## src/rtl/instr_issue_queue.sv

```systemverilog
// instr_issue_queue: host-fed instruction FIFO that issues one word at a time
// to the matrix coprocessor and waits for the coprocessor to go busy and then
// return to FETCH before it issues the next word.
// Optional feature macro: INSTR_TIMEOUT_EN. When it is defined, WAIT_ACK gives up
// after TIMEOUT cycles with cop_idle still high and sets timeout_err.
module instr_issue_queue #(
   parameter int DEPTH   = 8,
   parameter int AW      = 3,
   parameter int TIMEOUT = 1024
) (
   input  logic          clk,
   input  logic          rst_n,
   input  logic [31:0]   host_data,
   input  logic          host_wr,
   input  logic          host_clr_err,
   output logic          host_full,
   output logic          host_empty,
   output logic [AW:0]   host_count,
   output logic          overflow_err,
   output logic          timeout_err,
   output logic [15:0]   issued_count,
   input  logic          cop_idle,
   output logic [31:0]   instruction,
   output logic          activate_instruction
);

   typedef enum logic [1:0] {
      IDLE      = 2'd0,
      WAIT_ACK  = 2'd1,
      WAIT_DONE = 2'd2
   } state_t;

   localparam logic [AW:0] FULL_CNT = (AW+1)'(DEPTH);

   // Parameters that cannot work are rejected at elaboration time.
   if (DEPTH < 2 || (1 << AW) != DEPTH || TIMEOUT < 1) begin : g_bad_params
      $error("instr_issue_queue: DEPTH must be a power of two >= 2 equal to 2**AW, TIMEOUT >= 1");
   end

   logic [31:0]   mem [DEPTH];
   logic [AW-1:0] wptr;
   logic [AW-1:0] rptr;
   logic [AW:0]   count;
   logic [AW:0]   count_next;
   state_t        state;
   state_t        state_next;
   logic          pop;
   logic          push;
   logic          drop;
   logic          is_full;
   logic          issue_done;
   logic          timeout_hit;

`ifdef INSTR_TIMEOUT_EN
   localparam int          TW      = $clog2(TIMEOUT + 1);
   localparam logic [TW-1:0] TO_LAST = TW'(TIMEOUT - 1);
   logic [TW-1:0] to_cnt;
`endif

   assign is_full    = (count == FULL_CNT);
   assign host_count = count;

   // Issue state register.
   always_ff @(posedge clk or negedge rst_n) begin
      if (!rst_n) begin
         state <= IDLE;
      end else begin
         state <= state_next;
      end
   end

   // Next-state decode: pop the head from IDLE, wait for busy, then wait for FETCH again.
   always_comb begin
      state_next  = state;
      pop         = 1'b0;
      issue_done  = 1'b0;
      timeout_hit = 1'b0;
      case (state)
         IDLE: begin
            if (count != '0 && cop_idle) begin
               pop        = 1'b1;
               state_next = WAIT_ACK;
            end
         end
         WAIT_ACK: begin
            if (!cop_idle) begin
               state_next = WAIT_DONE;
            end
`ifdef INSTR_TIMEOUT_EN
            else if (to_cnt == TO_LAST) begin
               timeout_hit = 1'b1;
               state_next  = IDLE;
            end
`endif
         end
         WAIT_DONE: begin
            if (cop_idle) begin
               issue_done = 1'b1;
               state_next = IDLE;
            end
         end
         default: state_next = IDLE;
      endcase
   end

   // A write into a full FIFO is only accepted when the head leaves in the same cycle.
   always_comb begin
      push       = host_wr && (!is_full || pop);
      drop       = host_wr && is_full && !pop;
      count_next = count;
      case ({push, pop})
         2'b10:   count_next = count + 1'b1;
         2'b01:   count_next = count - 1'b1;
         default: count_next = count;
      endcase
   end

   // Storage array; contents are meaningless until written so it carries no reset.
   always_ff @(posedge clk) begin
      if (push) begin
         mem[wptr] <= host_data;
      end
   end

   // Pointers, occupancy and the registered full/empty flags derived from the next count.
   always_ff @(posedge clk or negedge rst_n) begin
      if (!rst_n) begin
         wptr       <= '0;
         rptr       <= '0;
         count      <= '0;
         host_full  <= 1'b0;
         host_empty <= 1'b1;
      end else begin
         if (push) wptr <= wptr + 1'b1;
         if (pop)  rptr <= rptr + 1'b1;
         count      <= count_next;
         host_full  <= (count_next == FULL_CNT);
         host_empty <= (count_next == '0);
      end
   end

   // Issue datapath: latch the head word on pop, pulse activate, count completions.
   always_ff @(posedge clk or negedge rst_n) begin
      if (!rst_n) begin
         instruction          <= '0;
         activate_instruction <= 1'b0;
         issued_count         <= '0;
      end else begin
         if (pop) instruction <= mem[rptr];
         activate_instruction <= pop;
         if (issue_done) issued_count <= issued_count + 16'd1;
      end
   end

   // Sticky overflow flag; a new drop beats a clear in the same cycle.
   always_ff @(posedge clk or negedge rst_n) begin
      if (!rst_n) begin
         overflow_err <= 1'b0;
      end else if (drop) begin
         overflow_err <= 1'b1;
      end else if (host_clr_err) begin
         overflow_err <= 1'b0;
      end
   end

`ifdef INSTR_TIMEOUT_EN
   // Cycles spent in WAIT_ACK with cop_idle high; restarts every time an instruction is issued.
   always_ff @(posedge clk or negedge rst_n) begin
      if (!rst_n) begin
         to_cnt <= '0;
      end else if (pop) begin
         to_cnt <= '0;
      end else if (state == WAIT_ACK) begin
         to_cnt <= to_cnt + 1'b1;
      end
   end

   // Sticky timeout flag; a new timeout beats a clear in the same cycle.
   always_ff @(posedge clk or negedge rst_n) begin
      if (!rst_n) begin
         timeout_err <= 1'b0;
      end else if (timeout_hit) begin
         timeout_err <= 1'b1;
      end else if (host_clr_err) begin
         timeout_err <= 1'b0;
      end
   end
`else
   assign timeout_err = 1'b0;
`endif

endmodule

```

## config.mk

```make
export PLATFORM = sky130hd
export DESIGN_NAME = instr_issue_queue
export DESIGN_NICKNAME = d
export VERILOG_FILES = /design/src/rtl/instr_issue_queue.sv
export SDC_FILE = /design/constraint.sdc
export NUM_CORES = 1
export LEC_CHECK = 0
export CORE_MARGIN = 5
export CORE_UTILIZATION = 50
export DETAILED_ROUTE_END_ITERATION = 16
export PLACE_DENSITY_LB_ADDON = 0.1
export SLEW_MARGIN = 20
export SYNTH_ARGS = -nofsm -noshare
export SYNTH_HDL_FRONTEND = slang
export SYNTH_SLANG_ARGS = --single-unit
```

## constraint.sdc

```tcl
create_clock -name clk -period 4.44 [get_ports clk]
set_input_delay 0.444 -clock clk [delete_from_list [all_inputs] [get_ports clk]]
set_output_delay 0.444 -clock clk [all_outputs]
set_load 0.005 [all_outputs]
```

### Word-level counts from Yosys, hierarchy flattened

Memories as Yosys holds them, arrays and structs flattened. A register that Yosys moved wholly into a read port is not among the register bits.
Cells that the tools add are included.

| word-level totals | value |
|---|---|
| bits in registers | 32 |
| memory bits (writable) | 256 |
| bits of input ports | 37 |
| output and inout bits | 57 |
| memories | 1 |

Memories:

| memory | depth | width | rd ports | clocked after memory_dff | write ports | RTL line | RTL |
|---|---|---|---|---|---|---|---|
| mem | 8 | 32 | 1 | 1 | 1 | 40 | `logic [31:0] mem [DEPTH];` |

| operators by class | value |
|---|---|
| add/sub/neg operators | 5 |
| eq/ne operators | 9 |
| muxes and demuxes | 13 |
| reduce and logical (&&, ||, !) cells | 13 |

Operator list:

| operator | count |
|---|---|
| $add 16x1->16 const B | 1 |
| $eq 4x4->1 const B | 2 |
| $mux 1 | 8 |
| $pmux 4 s2 | 1 |
| $add 3x1->3 const B | 2 |
| $mux 2 | 3 |
| $ne 2x2->1 const B | 3 |
| $pmux 2 s3 | 1 |
| $add 4x1->4 const B | 1 |
| $eq 2x1->1 const B | 2 |
| $eq 2x2->1 const B | 2 |
| $logic_and 1x1->1 | 4 |
| $logic_not 4->1 | 1 |
| $reduce_bool 4->1 | 1 |
| $sub 4x1->4 const B | 1 |
| $logic_not 1->1 | 3 |
| $reduce_and 3->1 | 1 |
| $logic_not 2->1 | 1 |
| $reduce_bool 2->1 | 1 |
| $logic_or 1x1->1 | 1 |

### Depth between registers and ports, before layout

| logic depth | value |
|---|---|
| word-level depth | 9 |
| mapped depth | 11 |
| depth with buffers taken out | 9 |

### Worst setup path before layout

No wires, ideal clock.

| timing path | value |
|---|---|
| kind | register to register |
| from | register state[1] |
| to | memory mem[0][0] (enable) |
| library setup time | 0.501 ns |
| data arrival time | 4.289 ns |
| required time | 3.939 ns |
| setup slack | -0.350 ns |
| cell stages (with the launch flop) | 6 |
| buffers on the path | 1 |
| clock period less this slack | 4.790 ns |
| cells stage by stage | dfrtp_1 > buf_2 > or3b_2 > nand3_1 > nand2_1 > nor4_1 |

| on the way | value |
|---|---|
| longest elaborated chain between the ends | 6 |

Ends and longest elaborated chain:

| what | RTL line | RTL |
|---|---|---|
| from (decl) | 45 | `state_t state;` |
| from (signal assigned) | 68 | `state <= state_next;` |
| $logic_not 2->1 | 78 | `case (state)` |
| $mux 1 | 78 |  |
| $logic_or 1x1->1 | 108 | `push = host_wr && (!is_full \|\| pop);` |
| $logic_and 1x1->1 | 108 |  |
| $mux 1 | 120 | `if (push) begin` |
| $mux 1 (not written as such) | 121 | `mem[wptr] <= host_data;` |
| to (decl) | 40 |  |

No other way between the ends.

### Worst setup path in the final report

| timing path | value |
|---|---|
| from | input cop_idle |
| to | memory mem[6][28] (enable) |

| on the way | value |
|---|---|
| longest elaborated chain between the ends | 7 |

Ends and longest elaborated chain:

| what | RTL line | RTL |
|---|---|---|
| from (decl) | 22 | `input logic cop_idle,` |
| $logic_and 1x1->1 | 80 | `if (count != '0 && cop_idle) begin` |
| $mux 1 | 80 |  |
| $mux 1 | 78 |  |
| $logic_or 1x1->1 | 108 |  |
| $logic_and 1x1->1 | 108 |  |
| $mux 1 | 120 |  |
| $mux 1 (not written as such) | 121 |  |

No other way between the ends.

==> flow_summary.json <==
{
  "cpMaxStageDelayCell": "clkdlybuf4s50_1",
  "drive_gt1_share_pct": 19.8,
  "worstPathRequired_ps": 4600,
  "grt_usage_pct": 17.2,
  "synth.ff_latch_count": 320,
  "insertion_delay_ps": 510,
  "grt_pass1_vias": 6561,
  "cts_resized": 0,
  "core_area_mm2": 0.0243,
  "route.detailed.drc": 0,
  "vdd_drop_max_mv": 0.388,
  "cp_max_fo": 23,
  "diodes": 0,
  "status": "finished, final reports clean",
  "vias": 6087,
  "syn_area_per_cell_um2": 19.3,
  "cts_root_buf": "clkbuf_16",
  "finalCritPeriodShare_pct": 66.5,
  "wirelength_mm": 23.5,
  "final.setup.tns_ps": 0,
  "fillers": 1755,
  "final_util_pct": 60.9,
  "drt-initial-drc-count": 476,
  "slew_viol_final": 0,
  "clockBufferDepth": 3,
  "area_growth_pct": 20.0,
  "crit_arrival_ps": 3110,
  "worst_pin_slew_ps": 896,
  "dieArea_mm2": 0.0279,
  "layout.nets": 796,
  "cap_violations": 0,
  "cellPowerDensity_mw_per_mm2": 639,
  "grt_pass1_wl_mm": 37.8,
  "gp_congestion": 0.766,
  "end_kind": "flop",
  "ys.warnings.count": 0,
  "numPortBuffers": 92,
  "cp_num_buf_inv": 2,
  "netlist_area_mm2": 0.0124,
  "start_kind": "input port",
  "grt_antenna_before_repair": 0,
  "critical_path.top_delay_family": "simple AND/OR/NAND/NOR gates",
  "max-slew-margin-rel_pct": 40.3,
  "cts_setup_buffers": 0,
  "wire_per_inst_um": 21.3,
  "finClkSkew_ps": 13.3,
  "path_cells": "clkdlybuf4s50_1 -> or3b_2 -> a31oi_1 -> nand2_1 -> nor2_4 -> buf_4",
  "multi_input_area_mm2": 0.00293,
  "ctsHoldBuffers": 0,
  "viasPerCell": 5.51,
  "start_util_pct": 50.8,
  "path_clk_slew_ps": 60,
  "worstSetupPathType": "in -> reg",
  "hold_path.class": "in -> async",
  "synth-async-reset-ratio_pct": 20.0,
  "setup_violations": 0,
  "synth-edff-count": 256,
  "synth_fp_nets": 682,
  "ys.flop_type": "edfxtp_1",
  "grt-ovfl-total": 0,
  "fin_cells": 1105,
  "num_rows": 57,
  "max_freq_ghz": 0.339,
  "fp.dieH_um": 167,
  "rsz0062_at_grt": "false",
  "fin_crit_ps": 2950,
  "final-hold-violation-count": 0,
  "hold_ws_ps": 72.9,
  "cts_tree": "built",
  "die_x_um": 167,
  "ant_nets": 0,
  "synth_cell_type_count": 51,
  "cts.sinks": 320,
  "htreeDepth": 2,
  "grt_max_degree": 65,
  "hpwl_mm": 14.4,
  "yosysSeqAreaShare_pct": 75.2,
  "critPathMaxStageDelay_ps": 590,
  "io_pins": 94,
  "total_power_mw": 9.47,
  "cts_buffers": 34,
  "postSynthCellCount": 641,
  "firstDrtPassIters": 4,
  "regArea_mm2": 0.00930,
  "p_leak_nw": 5.11,
  "dpl.cell_count": 1042
}
## area by class of cell
cell class | instances | area share [%]
multi-input cells | 279 | 19.8
well taps | 324 | 2.74
clock buffers | 47 | 6.20
repair buffers | 112 | 7.34
inverters | 8 | 0.203
flip-flops and latches | 320 | 62.8
clock inverters | 15 | 1.00
## synthesized netlist by cell type (2+ instances only)
master,n,share of area [%]
mux4_2,64,12
buf_2,11,0.45
nand2_1,14,0.43
a221o_1,2,0.16
nand4_1,4,0.20
nand3_1,5,0.20
ha_1,4,0.41
xnor2_1,16,1.1
and3_1,4,0.20
nand2b_1,2,0.10
o21ai_0,2,0.081
o22ai_1,2,0.10
inv_1,7,0.21
edfxtp_1,256,62
xor2_1,9,0.64
nor4_1,3,0.15
nor3_1,9,0.36
a211oi_1,3,0.18
or3b_2,2,0.14
clkbuf_1,19,0.58
buf_6,2,0.18
a31oi_1,2,0.10
nor2_1,43,1.3
mux2i_1,33,2.7
a21oi_1,34,1.4
mux2_2,2,0.18
dfrtp_1,63,13
## state kept, by name (all words and copies together), names as in the netlist
register,flops
activate_instruction,1
host_full,1
mem,256
wptr,3
rptr,3
instruction,32
issued_count,16
host_empty,1
overflow_err,1
state,2
host_count,4
## stage by stage
step,area (um^2),setup WS (ps)
6_report,14800,1490
5_1_grt,14800,1260
4_1_cts,14800,1460
3_5_place_dp,13700,941
3_3_place_gp,13700,984
2_1_floorplan,12400,274
## worst paths after layout
path	from	end	slack, ps	depth (start not counted)
worst min register to register	issued_count[15]$_DFFE_PN0P_	issued_count[15]$_DFFE_PN0P_	470	1
min in group clk	issued_count[15]$_DFFE_PN0P_	issued_count[15]$_DFFE_PN0P_	470	1
worst min-delay path	rst_n	host_count[3]$_DFF_PN0_	70	1
worst max register to register	state[0]$_DFFE_PN0P_	mem[6][28]$_DFFE_PP_	1540	5
worst max-delay path	cop_idle	mem[6][28]$_DFFE_PP_	1490	6
max in group asynchronous	rst_n	rptr[2]$_DFFE_PN0N_	3710	1
## report_power, final
| group | leakage [nW] | switching (mW) | internal [mW] |
|---|---|---|---|
| sequential | 3.08 | 0.481 | 3.83 |
| clock | 0.524 | 1.11 | 1.58 |
| combinational | 1.51 | 1.10 | 1.37 |
## metal layers
| metal | vias to the layer above | GRT usage [%] | part of all wire, % |
|---|---|---|---|
| li1 | 2774 | - | - |
| met1 | 3143 | 23.8 | 43 |
| met2 | 144 | 29.1 | 51 |
| met3 | 26 | 3.11 | 5.2 |
| met4 | 0 | 3.53 | 1.3 |
| met5 | - | 0 | 0 |
## layout by cell type, fill, tap and decap left out, drive strengths merged, types with 2 or more instances in the layout
cell / Yosys / layout
a211oi: 3 / 3
a21oi: 34 / 34
a221o: 2 / 2
a31oi: 2 / 2
and3: 4 / 4
buf: 15 / 21
bufinv: 0 / 2
clkbuf: 19 / 47
clkdlybuf4s50: 0 / 91
clkinv: 0 / 10
dfrtp: 63 / 63
edfxtp: 256 / 256
ha: 4 / 4
inv: 8 / 10
mux2: 2 / 2
mux2i: 33 / 33
mux4: 64 / 64
nand2: 14 / 14
nand2b: 2 / 2
nand3: 5 / 5
nand4: 4 / 4
nor2: 43 / 43
nor3: 9 / 9
nor3b: 2 / 2
nor4: 3 / 3
o21ai: 3 / 3
o22ai: 2 / 2
or3b: 2 / 2
xnor2: 16 / 16
xor2: 9 / 9
## cells by family (layout without fill, tap and decap cells)
logic type / count (synthesis) / after routing / synth area share, %
flip-flops: 320 / 320 / 75.2
adder cells (fa/ha/maj): 4 / 4 / 0.405
buffers and inverters: 42 / 182 / 1.54
AO/OA/AOI/OAI: 54 / 54 / 2.67
other: 1 / 1 / 0.0304
multiplexers: 99 / 99 / 14.5
AND/OR/NAND/NOR: 96 / 96 / 3.83
XOR/XNOR: 25 / 25 / 1.77
(Power assumes the default switching activity.)
